===== src/rtl/cpu_types_pkg.sv =====
// Shared CPU types for the decode/execute pipeline slice.
// Word/register types, ALU opcodes and destination-select encoding.
package cpu_types_pkg;

    localparam int WORD_BITS = 32;
    localparam int REG_BITS  = 5;

    typedef logic [WORD_BITS-1:0] word_t;
    typedef logic [REG_BITS-1:0]  regbits_t;

    typedef enum logic [3:0] {
        ALU_SLL  = 4'd0,
        ALU_SRL  = 4'd1,
        ALU_SRA  = 4'd2,
        ALU_ADD  = 4'd3,
        ALU_SUB  = 4'd4,
        ALU_AND  = 4'd5,
        ALU_OR   = 4'd6,
        ALU_XOR  = 4'd7,
        ALU_NOR  = 4'd8,
        ALU_SLT  = 4'd9,
        ALU_SLTU = 4'd10
    } aluop_t;

    typedef enum logic [1:0] {
        RD_RT   = 2'd0,
        RD_RD   = 2'd1,
        RD_LINK = 2'd2
    } regdst_t;

endpackage


===== src/rtl/hazard_detect.sv =====
// Load-use hazard check: a load in EX whose destination is read by the
// instruction in ID. Ports: EX load info in, ID source info in, hazard out.
module hazard_detect #(
    parameter int REG_W = 5
) (
    input  logic             ex_valid,
    input  logic             ex_memrd,
    input  logic [REG_W-1:0] ex_rd,
    input  logic             id_valid,
    input  logic             id_uses_rs,
    input  logic             id_uses_rt,
    input  logic [REG_W-1:0] id_rs,
    input  logic [REG_W-1:0] id_rt,
    output logic             hazard
);

    logic rs_hit;
    logic rt_hit;

    assign rs_hit = id_uses_rs && (ex_rd == id_rs);
    assign rt_hit = id_uses_rt && (ex_rd == id_rt);
    assign hazard = ex_valid && ex_memrd && (ex_rd != '0) && id_valid
                    && (rs_hit || rt_hit);

endmodule


===== src/rtl/id_ex_stage.sv =====
// ID->EX pipeline register with load-use stall, WB bypass, hold and flush.
// Ports: CLK/nRST, en/flush control, id_* decode bundle, wb_* bypass, ex_* out.
module id_ex_stage
    import cpu_types_pkg::*;
#(
    parameter int WORD_W   = 32,
    parameter int REG_W    = 5,
    parameter int CNT_W    = 32,
    parameter int LINK_REG = 31
) (
    input  logic              CLK,
    input  logic              nRST,
    input  logic              en_i,
    input  logic              flush_i,
    input  logic              id_valid_i,
    input  logic [REG_W-1:0]  id_rs_i,
    input  logic [REG_W-1:0]  id_rt_i,
    input  logic [REG_W-1:0]  id_rd_i,
    input  logic              id_uses_rs_i,
    input  logic              id_uses_rt_i,
    input  logic [1:0]        id_regdst_i,
    input  logic              id_regwr_i,
    input  logic              id_memwr_i,
    input  logic              id_memrd_i,
    input  logic              id_alusrc_i,
    input  aluop_t            id_aluop_i,
    input  logic [WORD_W-1:0] id_imm_i,
    input  logic [WORD_W-1:0] id_rdat1_i,
    input  logic [WORD_W-1:0] id_rdat2_i,
    input  logic [WORD_W-1:0] id_npc_i,
    input  logic              wb_regwr_i,
    input  logic [REG_W-1:0]  wb_rd_i,
    input  logic [WORD_W-1:0] wb_wdat_i,
    output logic              stall_o,
    output logic              ex_valid_o,
    output logic [REG_W-1:0]  ex_rs_o,
    output logic [REG_W-1:0]  ex_rt_o,
    output logic [REG_W-1:0]  ex_rd_o,
    output logic              ex_regwr_o,
    output logic              ex_memwr_o,
    output logic              ex_memrd_o,
    output logic              ex_alusrc_o,
    output aluop_t            ex_aluop_o,
    output logic [WORD_W-1:0] ex_imm_o,
    output logic [WORD_W-1:0] ex_rdat1_o,
    output logic [WORD_W-1:0] ex_rdat2_o,
    output logic [WORD_W-1:0] ex_npc_o,
    output logic [CNT_W-1:0]  bubble_cnt_o
);

    logic              hazard;
    logic              flush_pend;
    logic              kill;
    logic              count_bubble;
    logic [REG_W-1:0]  dest;
    logic              regwr_res;
    logic [WORD_W-1:0] byp1;
    logic [WORD_W-1:0] byp2;

    hazard_detect #(.REG_W(REG_W)) u_hazard (
        .ex_valid   (ex_valid_o),
        .ex_memrd   (ex_memrd_o),
        .ex_rd      (ex_rd_o),
        .id_valid   (id_valid_i),
        .id_uses_rs (id_uses_rs_i),
        .id_uses_rt (id_uses_rt_i),
        .id_rs      (id_rs_i),
        .id_rt      (id_rt_i),
        .hazard     (hazard)
    );

    assign stall_o = hazard;

    always_comb begin
        dest = '0;
        case (id_regdst_i)
            RD_RT:   dest = id_rt_i;
            RD_RD:   dest = id_rd_i;
            RD_LINK: dest = REG_W'(LINK_REG);
            default: dest = '0;
        endcase
        // A write to $0 is meaningless; dropping it keeps forwarding quiet.
        regwr_res = id_regwr_i && (dest != '0);
        byp1 = id_rdat1_i;
        byp2 = id_rdat2_i;
        if (wb_regwr_i && (wb_rd_i == id_rs_i) && (id_rs_i != '0))
            byp1 = wb_wdat_i;
        if (wb_regwr_i && (wb_rd_i == id_rt_i) && (id_rt_i != '0))
            byp2 = wb_wdat_i;
        // Flush outranks the hazard, so only hazard-only bubbles count.
        kill = flush_i || flush_pend || hazard;
        count_bubble = hazard && !flush_i && !flush_pend
                       && (bubble_cnt_o != '1);
    end

    always_ff @(posedge CLK or negedge nRST) begin
        if (!nRST) begin
            flush_pend   <= 1'b0;
            bubble_cnt_o <= '0;
            ex_valid_o   <= 1'b0;
            ex_rs_o      <= '0;
            ex_rt_o      <= '0;
            ex_rd_o      <= '0;
            ex_regwr_o   <= 1'b0;
            ex_memwr_o   <= 1'b0;
            ex_memrd_o   <= 1'b0;
            ex_alusrc_o  <= 1'b0;
            ex_aluop_o   <= ALU_SLL;
            ex_imm_o     <= '0;
            ex_rdat1_o   <= '0;
            ex_rdat2_o   <= '0;
            ex_npc_o     <= '0;
        end else if (!en_i) begin
            if (flush_i)
                flush_pend <= 1'b1;
        end else begin
            flush_pend <= 1'b0;
            if (count_bubble)
                bubble_cnt_o <= bubble_cnt_o + 1'b1;
            if (kill) begin
                ex_valid_o  <= 1'b0;
                ex_rs_o     <= '0;
                ex_rt_o     <= '0;
                ex_rd_o     <= '0;
                ex_regwr_o  <= 1'b0;
                ex_memwr_o  <= 1'b0;
                ex_memrd_o  <= 1'b0;
                ex_alusrc_o <= 1'b0;
                ex_aluop_o  <= ALU_SLL;
                ex_imm_o    <= '0;
                ex_rdat1_o  <= '0;
                ex_rdat2_o  <= '0;
                ex_npc_o    <= '0;
            end else begin
                ex_valid_o  <= id_valid_i;
                ex_rs_o     <= id_rs_i;
                ex_rt_o     <= id_rt_i;
                ex_rd_o     <= dest;
                ex_regwr_o  <= regwr_res;
                ex_memwr_o  <= id_memwr_i;
                ex_memrd_o  <= id_memrd_i;
                ex_alusrc_o <= id_alusrc_i;
                ex_aluop_o  <= id_aluop_i;
                ex_imm_o    <= id_imm_i;
                ex_rdat1_o  <= byp1;
                ex_rdat2_o  <= byp2;
                ex_npc_o    <= id_npc_i;
            end
        end
    end

endmodule


===== config.mk =====
export PLATFORM = sky130hd
export DESIGN_NAME = id_ex_stage
export DESIGN_NICKNAME = d
export VERILOG_FILES = /design/src/rtl/cpu_types_pkg.sv /design/src/rtl/hazard_detect.sv /design/src/rtl/id_ex_stage.sv
export SDC_FILE = /design/constraint.sdc
export NUM_CORES = 1
export LEC_CHECK = 0
export ABC_AREA = 1
export CAP_MARGIN = 40
export CORE_ASPECT_RATIO = 1.4
export CORE_MARGIN = 2
export CORE_UTILIZATION = 31
export CTS_CLUSTER_SIZE = 10
export DETAILED_ROUTE_END_ITERATION = 10
export DONT_BUFFER_PORTS = 1
export GPL_ROUTABILITY_DRIVEN = 0
export SYNTH_ARGS = -nofsm -noshare
export SYNTH_HDL_FRONTEND = slang
export SYNTH_SLANG_ARGS = --single-unit

===== constraint.sdc =====
create_clock -name CLK -period 2.34 [get_ports CLK]
set_clock_uncertainty 0.05 [all_clocks]
set_input_delay 0.234 -clock CLK [delete_from_list [all_inputs] [get_ports CLK]]
set_output_delay 0.234 -clock CLK [all_outputs]
set_load 0.01 [all_outputs]

==> results of run 1 <==
[layer usage]
layer / track usage [%] / up-vias / share of wire (%)
li1: - / 4318 / -
met1: 24.0 / 4359 / 37
met2: 35.2 / 463 / 49
met3: 6.26 / 119 / 8.5
met4: 11.5 / 0 / 4.7
met5: 0 / - / 0
[flip-flops by register name (all words and copies together) (netlist names), 4 cells and up]
| register | count |
|---|---|
| ex_npc_o | 32 |
| ex_rd_o | 5 |
| ex_rt_o | 5 |
| ex_rs_o | 5 |
| ex_imm_o | 32 |
| ex_aluop_o | 4 |
| ex_rdat1_o | 32 |
| ex_rdat2_o | 32 |
| bubble_cnt_o | 32 |
[worst max-delay path by stage]
| stage | startpoint | end | slack [ns] | depth (start not counted) |
|---|---|---|---|---|
| after global routing | id_rt_i[3] | ex_rdat2_o[10]$_DFFE_PN0P_ | 0.007 | 14 |
| final | id_rt_i[3] | ex_rdat2_o[10]$_DFFE_PN0P_ | 0.08 | 14 |
| after CTS | id_rt_i[1] | ex_rdat2_o[7]$_DFFE_PN0P_ | 0.02 | 12 |
| after global placement | bubble_cnt_o[1]$_DFFE_PN0P_ | bubble_cnt_o[29]$_DFFE_PN0P_ | 0.21 | 10 |
| after detailed placement | bubble_cnt_o[1]$_DFFE_PN0P_ | bubble_cnt_o[26]$_DFFE_PN0P_ | 0.13 | 10 |
| after floorplan | bubble_cnt_o[0]$_DFFE_PN0P_ | bubble_cnt_o[15]$_DFFE_PN0P_ | 0.62 | 11 |
[Yosys cell counts (all sizes together)]
cell,instances,share of area (%)
buf,34,3.1
nand4,6,0.40
xnor2,14,1.3
xor2,13,1.2
o21ai,54,2.9
clkbuf,25,1.0
nor2,73,3.3
ha,1,0.13
or2,1,0.067
a21oi,1,0.094
inv,43,1.7
nand3,69,3.8
nand3b,3,0.24
nand2,767,31
nor3,2,0.11
dfrtp,185,50
[final cells by class]
cell class	instances	share of cell area (%)
Sequential cell	185	37.7
Multi-Input combinational cell	1005	34.1
Timing Repair Buffer	217	18.0
Tap cell	385	3.92
Clock buffer	19	3.69
Inverter	43	1.33
Clock inverter	13	1.28
[logic make-up (layout without fill, tap and decap cells)]
| kind of cell | count (synthesis) | after routing | share of synthesized area, % |
|---|---|---|---|
| flops | 185 | 185 | 49.6 |
| simple gates | 921 | 922 | 38.9 |
| compound gates | 55 | 55 | 2.99 |
| buf+inv | 102 | 292 | 5.83 |
| fa+ha+maj | 1 | 1 | 0.134 |
| xor+xnor | 27 | 27 | 2.53 |
[through the flow]
| stage | setup WS (ns) | util, % |
|---|---|---|
| floorplan | 0.616 | - |
| global placement | 0.211 | 32.4 |
| detailed placement | 0.134 | 32.4 |
| CTS | 0.0172 | 40.9 |
| global route | 0.00682 | 41.2 |
| finish | 0.0835 | 41.2 |
[report_power, final]
part | switching, mW | leakage [nW] | internal, mW
Combinational | 0.427 | 3.63 | 0.394
Clock | 1.37 | 0.291 | 1.66
Sequential | 0.270 | 2.48 | 3.39
[what timing repair did]
action | CTS | global route
cloned | 0 | 2
pin swaps | 0 | 3
gates resized for setup | 1 | 8
hold endpoints to repair | 336 | 185
setup endpoints to repair | 1 | 30
setup buffers | 0 | 4
==> summary.txt, run 1 <==
Status: complete, but fails checks
Failing checks: negative hold slack
Fmax: 443 MHz
Tcrit/Tclk final: 96.4%
GRT Residual Overflow: 0
Number of global-route vias before repair: 9653
Maximum net fanout on the critical path: 11
Hold buffers post-CTS: 192
Tot Pwr: 7.52 mW
Drt initial violations: 639
Diodes inserted: 0
Worst Tran Pin Value: 0.777 ns
Final setup fails: 0
Crit end category: flop
Area of the core: 0.0298 sq mm
FP Rows: 75
Worst Path Arrival: 2.59 ns
Final min period: 2.26 ns
Worst Path Required: 2.67 ns
Syn Area/Cell: 7.23 sq um
Yosys reg bits: 185
CTS tree: yes
VDD IR-drop max: 462 uV
Max-Cap Viols: 0
Netlist Area Pre-Place: 0.00934 sq mm
HP Class: in2async
Power per cell area: 612 mW/mm^2
# DRC: 0
Placed cell areas: 0.00966 sq mm
Unrepaired setup endpoints after global routing: no
Top delay family on crit path: buffers and inverters
Post-DP HPWL: 21.9 mm
Yosys Warn Count: 0
Worst-Skew Late Latency: 0.44 ns
Starting Density: 31.3%
Die ar.: 0.0315 sq mm
Commonest non-fill, non-tap cell in the layout: nand2_1
Reg area: 0.00464 sq mm
WHS: -0.573 ns
Crit-path cells: dlygate4sd3_1 -> inv_2 -> nand2_1 -> nand2_1 -> nor2_1 -> nand2_1 -> nor2_4 -> buf_12 -> buf_12 -> nand3_1 -> nand2_1 -> dlygate4sd3_1 -> nand2_1 -> nand2_1
FF-to-FF End: bubble_cnt_o[10]$_DFFE_PN0P_
# nets final: 1668
CTS root buffer: clkbuf_16
Final Cell Area: 0.0123 sq mm
Reg2Reg Launch Point: bubble_cnt_o[1]$_DFFE_PN0P_
Post-route ant nets: 0
Slowest Stage Delay on Critical Path: 0.58 ns
Final hold violations: 185
Crit Path Category: in2reg
Clk slew on worst S/H paths: 0.08 ns
Largest net degree at the start of global routing: 186
DR vias/cell: 4.96
Area of the multi-input gates: 0.00419 sq mm
Dpl cells: 1637
Crit path launch type: primary input
# H-tree levels: 4
Sequential area share after synthesis: 49.6%
Tot GR Track Use: 21.1%
Clock sink total: 185
Setup TNS Final: 0 ns
Fillers: 2951
Layout area overhead: 31.6%
Port bufs: 0
Drt total wl: 33.7 mm
Netlist cell types: 26
Share of cells above drive strength 1: 5.94%
Via count: 9259
CTS Buf Count: 17
Mapped Nets: 1490
Rel. slew slack: 48.1%
DR pass1 iterations: 5
Antenna violations before repair: 0
FF-to-FF setup slack: 0.14 ns
DIE HEIGHT: 209 um
Worst path slowest cell: dlygate4sd3_1
Pins over their slew limit: 0
Drt wl/cell: 18.1 um
Mapped Cells: 1291
Most frequent cells in the layout: 762 x nand2_1, 192 x dlygate4sd3_1, 180 x dfrtp_1
Register-to-Register Path Depth: 10
CP Buf/Inv Count: 5
Final non-filler cell total: 1867
Most frequent CP cell: nand2_1
Clock Tree Buf Depth: 2
Width of the die: 151 um
Lkg Pwr: 6.39 nW
I/O pin cnt: 383
Global-route wire length before repair: 51.7 mm
Power figures use the tool's default switching activity.
==> run 2: changes to the inputs <==
CTS_BUF_LIST = sky130_fd_sc_hd__clkbuf_8   (was default)
SETUP_SLACK_MARGIN = 0.15   (was default)
==> summary.txt, run 2 (same netlist as run 1, synthesis figures left out) <==
Dpl cells: 1637 (unchanged)
Port bufs: 0 (unchanged)
Width of the die: 151 um (unchanged)
Final hold violations: 185 (unchanged)
Reg2Reg Launch Point: ex_rd_o[1]$_DFFE_PN0P_ (was bubble_cnt_o[1]$_DFFE_PN0P_)
Worst Path Arrival: 1.83 ns (was 2.59 ns)
CTS tree: yes (unchanged)
Tcrit/Tclk final: 90.5% (was 96.4%)
Pins over their slew limit: 0 (unchanged)
Post-DP HPWL: 21.9 mm (unchanged)
Register-to-Register Path Depth: 12 (was 10)
Hold buffers post-CTS: 191 (was 192)
Max-Cap Viols: 0 (unchanged)
Layout area overhead: 29.8% (was 31.6%)
Lkg Pwr: 6.32 nW (was 6.39 nW)
FF-to-FF End: ex_rdat1_o[14]$_DFFE_PN0P_ (was bubble_cnt_o[10]$_DFFE_PN0P_)
Starting Density: 31.3% (unchanged)
Unrepaired setup endpoints after global routing: yes (was no)
Commonest non-fill, non-tap cell in the layout: nand2_1 (unchanged)
Worst Path Required: 2.06 ns (was 2.67 ns)
WHS: -0.640 ns (was -0.573 ns)
Drt wl/cell: 18.0 um (was 18.1 um)
Rel. slew slack: 59.9% (was 48.1%)
Fmax: 472 MHz (was 443 MHz)
Number of global-route vias before repair: 9580 (was 9653)
Setup TNS Final: 0 ns (unchanged)
Antenna violations before repair: 0 (unchanged)
Drt initial violations: 600 (was 639)
# H-tree levels: 4 (unchanged)
Worst-Skew Late Latency: 0.51 ns (was 0.44 ns)
Share of cells above drive strength 1: 6.34% (was 5.94%)
I/O pin cnt: 383 (unchanged)
Final non-filler cell total: 1868 (was 1867)
Drt total wl: 33.6 mm (was 33.7 mm)
Final min period: 2.12 ns (was 2.26 ns)
Crit Path Category: reg2out (was in2reg)
# DRC: 0 (unchanged)
Failing checks: negative hold slack (unchanged)
Power per cell area: 560 mW/mm^2 (was 612 mW/mm^2)
CTS Buf Count: 17 (unchanged)
Via count: 9226 (was 9259)
Worst Setup SP: ex_rd_o[0]$_DFFE_PN0P_ (was id_rt_i[3])
GRT Residual Overflow: 0 (unchanged)
Diodes inserted: 0 (unchanged)
Clock Tree Buf Depth: 2 (unchanged)
Post-route ant nets: 0 (unchanged)
Most frequent cells in the layout: 762 x nand2_1, 191 x dlygate4sd3_1, 179 x dfrtp_1 (was 762 x nand2_1, 192 x dlygate4sd3_1, 180 x dfrtp_1)
Crit end category: output port (was flop)
Clk slew on worst S/H paths: 0.11 ns (was 0.08 ns)
VDD IR-drop max: 330 uV (was 462 uV)
Area of the core: 0.0298 sq mm (unchanged)
Global-route wire length before repair: 51.4 mm (was 51.7 mm)
HP Class: in2async (unchanged)
DR pass1 iterations: 7 (was 5)
Die ar.: 0.0315 sq mm (unchanged)
# nets final: 1669 (was 1668)
FF-to-FF setup slack: 0.30 ns (was 0.14 ns)
Largest net degree at the start of global routing: 186 (unchanged)
Worst Tran Pin Value: 0.602 ns (was 0.777 ns)
FP Rows: 75 (unchanged)
Clock sink total: 185 (unchanged)
Maximum net fanout on the critical path: 7 (was 11)
Crit path launch type: flop (was primary input)
DIE HEIGHT: 209 um (unchanged)
Status: complete, but fails checks (unchanged)
Tot GR Track Use: 21.1% (about the same)
Final setup fails: 0 (unchanged)
DR vias/cell: 4.94 (was 4.96)
CTS root buffer: clkbuf_8 (was clkbuf_16)
run 2: report_power, final:
group	internal (mW)	switching, mW	leakage, nW
sequential	3.39	0.271	2.47
clock	1.04	1.27	0.204
combinational	0.388	0.434	3.64
run 2: worst max-delay path: stages (launching register included):
cell     delay (ns)
dfrtp_2        0.50
nand2_1        0.10
nand2_1        0.06
nor2_2         0.11
nand3_1        0.10
nand2_2        0.10
nand2_4        0.11
buf_12         0.15
inv_1          0.10
run 2: what timing repair did:
item	in CTS	in global routing
pin swaps	3	4
setup buffers	1	5
gates resized for setup	9	7
endpoints found under the hold margin	338	185
cloned	1	1
endpoints found under the setup margin	16	39
run 2: worst max-delay path by stage:
stage / endpoint / slack (ns)
2_1_floorplan: bubble_cnt_o[15]$_DFFE_PN0P_ / 0.62
3_3_place_gp: bubble_cnt_o[29]$_DFFE_PN0P_ / 0.21
3_5_place_dp: bubble_cnt_o[26]$_DFFE_PN0P_ / 0.13
4_1_cts: bubble_cnt_o[26]$_DFFE_PN0P_ / 0.14
5_1_grt: stall_o / 0.01
6_report: stall_o / 0.22
run 2: cell type report:
| class | count | area, sq um |
|---|---|---|
| well taps | 385 | 482 |
| repair buffers | 218 | 2220 |
| clock buffers | 19 | 262 |
| inverters | 43 | 164 |
| clock inverters | 13 | 158 |
| multi-input cells | 1005 | 4200 |
| flip-flops and latches | 185 | 4640 |
| fillers | 2967 | 17700 |
run 2: per-layer routing:
layer / vias up / wire length (um) / track usage [%]
li1: 4312 / - / -
met1: 4344 / 12700 / 24.1
met2: 464 / 16600 / 35.3
met3: 106 / 2630 / 5.89
met4: 0 / 1650 / 11.6
met5: - / 0 / 0
run 2: metrics by stage:
stage	total power [mW]	cell area [sq um]	util, %	hold WS [ns]	worst slack [ns]
floorplan	4.05	9340	-	-0.112	0.616
global placement	4.22	9660	32.4	-0.108	0.211
detailed placement	4.23	9660	32.4	-0.109	0.134
CTS	6.88	12100	40.4	-0.702	0.139
global route	7.12	12100	40.6	-0.699	0.0130
finish	6.79	12100	40.6	-0.640	0.222
==> run 3: changes to the inputs <==
CORE_AREA = 2 2 148 150   (was default)
CORE_ASPECT_RATIO = default   (was 1.4)
CORE_MARGIN = default   (was 2)
CORE_UTILIZATION = default   (was 31)
CTS_CLUSTER_DIAMETER = 120   (was default)
DIE_AREA = 0 0 150 152   (was default)
SLEW_MARGIN = 10   (was default)
==> summary.txt, run 3 (same netlist as run 1, synthesis figures left out) <==
Register-to-Register Path Depth: 10 (was 12)
Starting Density: 43.7% (was 31.3%)
Worst Path Required: 2.71 ns (was 2.06 ns)
Area of the core: 0.0214 sq mm (was 0.0298 sq mm)
I/O pin cnt: 383 (unchanged)
Core Util, Final: 57.8% (was 40.6%)
Final min period: 2.17 ns (was 2.12 ns)
Antenna violations before repair: 0 (unchanged)
Drt wl/cell: 17.9 um (was 18.0 um)
Reg2Reg Launch Point: bubble_cnt_o[1]$_DFFE_PN0P_ (was ex_rd_o[1]$_DFFE_PN0P_)
Worst Path Arrival: 2.54 ns (was 1.83 ns)
Share of cells above drive strength 1: 6.50% (was 6.34%)
Fillers: 1911 (was 2967)
CTS tree: yes (unchanged)
Setup TNS Final: 0 ns (unchanged)
Number of global-route vias before repair: 9324 (was 9580)
Via count: 9280 (was 9226)
Width of the die: 150 um (was 151 um)
VDD IR-drop max: 331 uV (was 330 uV)
Final non-filler cell total: 1788 (was 1868)
HP Class: in2async (unchanged)
# DRC: 0 (unchanged)
Worst path slowest cell: dlygate4sd3_1 (was dfrtp_2)
Setup WS post-layout: 0.175 ns (was 0.222 ns)
Unrepaired setup endpoints after global routing: no (was yes)
Dpl cells: 1531 (was 1637)
Clock Tree Buf Depth: 2 (unchanged)
Lkg Pwr: 6.46 nW (was 6.32 nW)
Post-DP HPWL: 19.9 mm (was 21.9 mm)
Diodes inserted: 0 (unchanged)
DR vias/cell: 5.19 (was 4.94)
Most frequent cells in the layout: 761 x nand2_1, 214 x dlygate4sd3_1, 180 x dfrtp_1 (was 762 x nand2_1, 191 x dlygate4sd3_1, 179 x dfrtp_1)
Post-place setup slack: 0.160 ns (was 0.134 ns)
Die ar.: 0.0228 sq mm (was 0.0315 sq mm)
Rel. slew slack: 69.7% (was 59.9%)
Clk slew on worst S/H paths: 0.12 ns (was 0.11 ns)
Final setup fails: 0 (unchanged)
Layout area overhead: 32.1% (was 29.8%)
Most frequent CP cell: nand2_1 (unchanged)
# nets final: 1694 (was 1669)
Final hold violations: 185 (unchanged)
Post-route ant nets: 0 (unchanged)
WHS: -0.613 ns (was -0.640 ns)
FF-to-FF End: bubble_cnt_o[15]$_DFFE_PN0P_ (was ex_rdat1_o[14]$_DFFE_PN0P_)
# H-tree levels: 4 (unchanged)
Crit end category: flop (was output port)
Maximum net fanout on the critical path: 11 (was 7)
Slowest Stage Delay on Critical Path: 0.57 ns (was 0.50 ns)
Crit-path cells: dlygate4sd3_1 -> inv_2 -> nand2_1 -> nand2_1 -> nor2_2 -> nand2_2 -> nor2_4 -> buf_12 -> nand3_1 -> nand2_1 -> dlygate4sd3_1 -> nand2_1 -> nand2_1 (was nand2_1 -> nand2_1 -> nor2_2 -> nand3_1 -> nand2_2 -> nand2_4 -> buf_12 -> inv_1)
Port bufs: 0 (unchanged)
Pins over their slew limit: 0 (unchanged)
Failing checks: negative hold slack (unchanged)
Drt initial violations: 809 (was 600)
Tot GR Track Use: 27.1% (was 21.1%)
Fmax: 462 MHz (was 472 MHz)
Clock sink total: 185 (unchanged)
CTS root buffer: clkbuf_8 (unchanged)
Worst Tran Pin Value: 0.453 ns (was 0.602 ns)
Global-route wire length before repair: 48.7 mm (was 51.4 mm)
Power per cell area: 546 mW/mm^2 (was 560 mW/mm^2)
Drt total wl: 32.1 mm (was 33.6 mm)
Worst-Skew Late Latency: 0.47 ns (was 0.51 ns)
Tcrit/Tclk final: 92.5% (was 90.5%)
Crit path launch type: primary input (was flop)
FP Rows: 54 (was 75)
GRT Residual Overflow: 0 (unchanged)
Commonest non-fill, non-tap cell in the layout: nand2_1 (unchanged)
Status: complete, but fails checks (unchanged)
Max-Cap Viols: 0 (unchanged)
Largest net degree at the start of global routing: 186 (unchanged)
CTS Buf Count: 17 (unchanged)
Crit Path Category: in2reg (was reg2out)
Hold buffers post-CTS: 216 (was 191)
FF-to-FF setup slack: 0.33 ns (was 0.30 ns)
DIE HEIGHT: 152 um (was 209 um)
DR pass1 iterations: 5 (was 7)
-- run 3: cell count changes in the layout (fill, tap and decap cells not counted), moves of 2 or more --
cell	before	now
dlygate4sd3_1	191	214
inv_1	33	30
buf_12	6	10
bufinv_16	2	0
buf_4	19	10
inv_8	2	4
clkinv_8	0	3
inv_2	9	12
clkbuf_16	0	4
nor2_2	4	6
dlymetal6s4s_1	0	2
buf_6	1	3
nor2_1	64	62
-- run 3: per-layer routing --
metal	track usage, %	wire (um)	vias up
met5	0	0	-
met4	11.5	1170	0
met3	8.26	3060	97
met2	45.4	15500	487
met1	32.2	12300	4330
li1	-	-	4366
-- run 3: worst max path at each step --
stage	slack, ns	cells after the start	to	from
CTS	0.15	9	stall_o	ex_rd_o[2]$_DFFE_PN0P_
detailed placement	0.16	10	bubble_cnt_o[7]$_DFFE_PN0P_	bubble_cnt_o[1]$_DFFE_PN0P_
global route	0.15	13	ex_rdat1_o[30]$_DFFE_PN0P_	id_rs_i[0]
floorplan	0.62	11	bubble_cnt_o[15]$_DFFE_PN0P_	bubble_cnt_o[0]$_DFFE_PN0P_
finish	0.17	13	ex_rdat1_o[1]$_DFFE_PN0P_	id_rs_i[2]
global placement	0.24	10	bubble_cnt_o[13]$_DFFE_PN0P_	bubble_cnt_o[1]$_DFFE_PN0P_
-- run 3: final cells by class --
class	count	area (sq um)	area share, %
Sequential cell	185	4640	37.6
Multi-Input combinational cell	1005	4200	34.1
Timing Repair Buffer	243	2580	20.9
Tap cell	280	350	2.84
Clock buffer	18	248	2.01
Inverter	43	164	1.33
Clock inverter	14	153	1.24
-- run 3: stage by stage --
stage / total power, mW / cell area [sq um]
after floorplan: 4.05 / 9340
after global placement: 4.21 / 9530
after detailed placement: 4.23 / 9530
after CTS: 6.75 / 12100
after global routing: 7.04 / 12300
final: 6.73 / 12300
-- run 3: what timing repair did --
item | CTS | global route
pin swaps | 1 | 9
endpoints found under the setup margin | 6 | 92
gates resized for setup | 6 | 24
buffers inserted | 0 | 4
cloned | 0 | 5
hold endpoints to repair | 338 | 185
-- run 3: power breakdown --
group / internal, mW / switching [mW] / leakage [nW] / total (mW)
Combinational: 0.444 / 0.428 / 3.78 / 0.872
Sequential: 3.39 / 0.273 / 2.48 / 3.66
Clock: 0.834 / 1.37 / 0.197 / 2.20
-- run 3: critical path: cells and delay by family --
| kind | cells | cell delay, ns |
|---|---|---|
| buf+inv | 4 | 1.37 |
| simple gates | 9 | 0.91 |
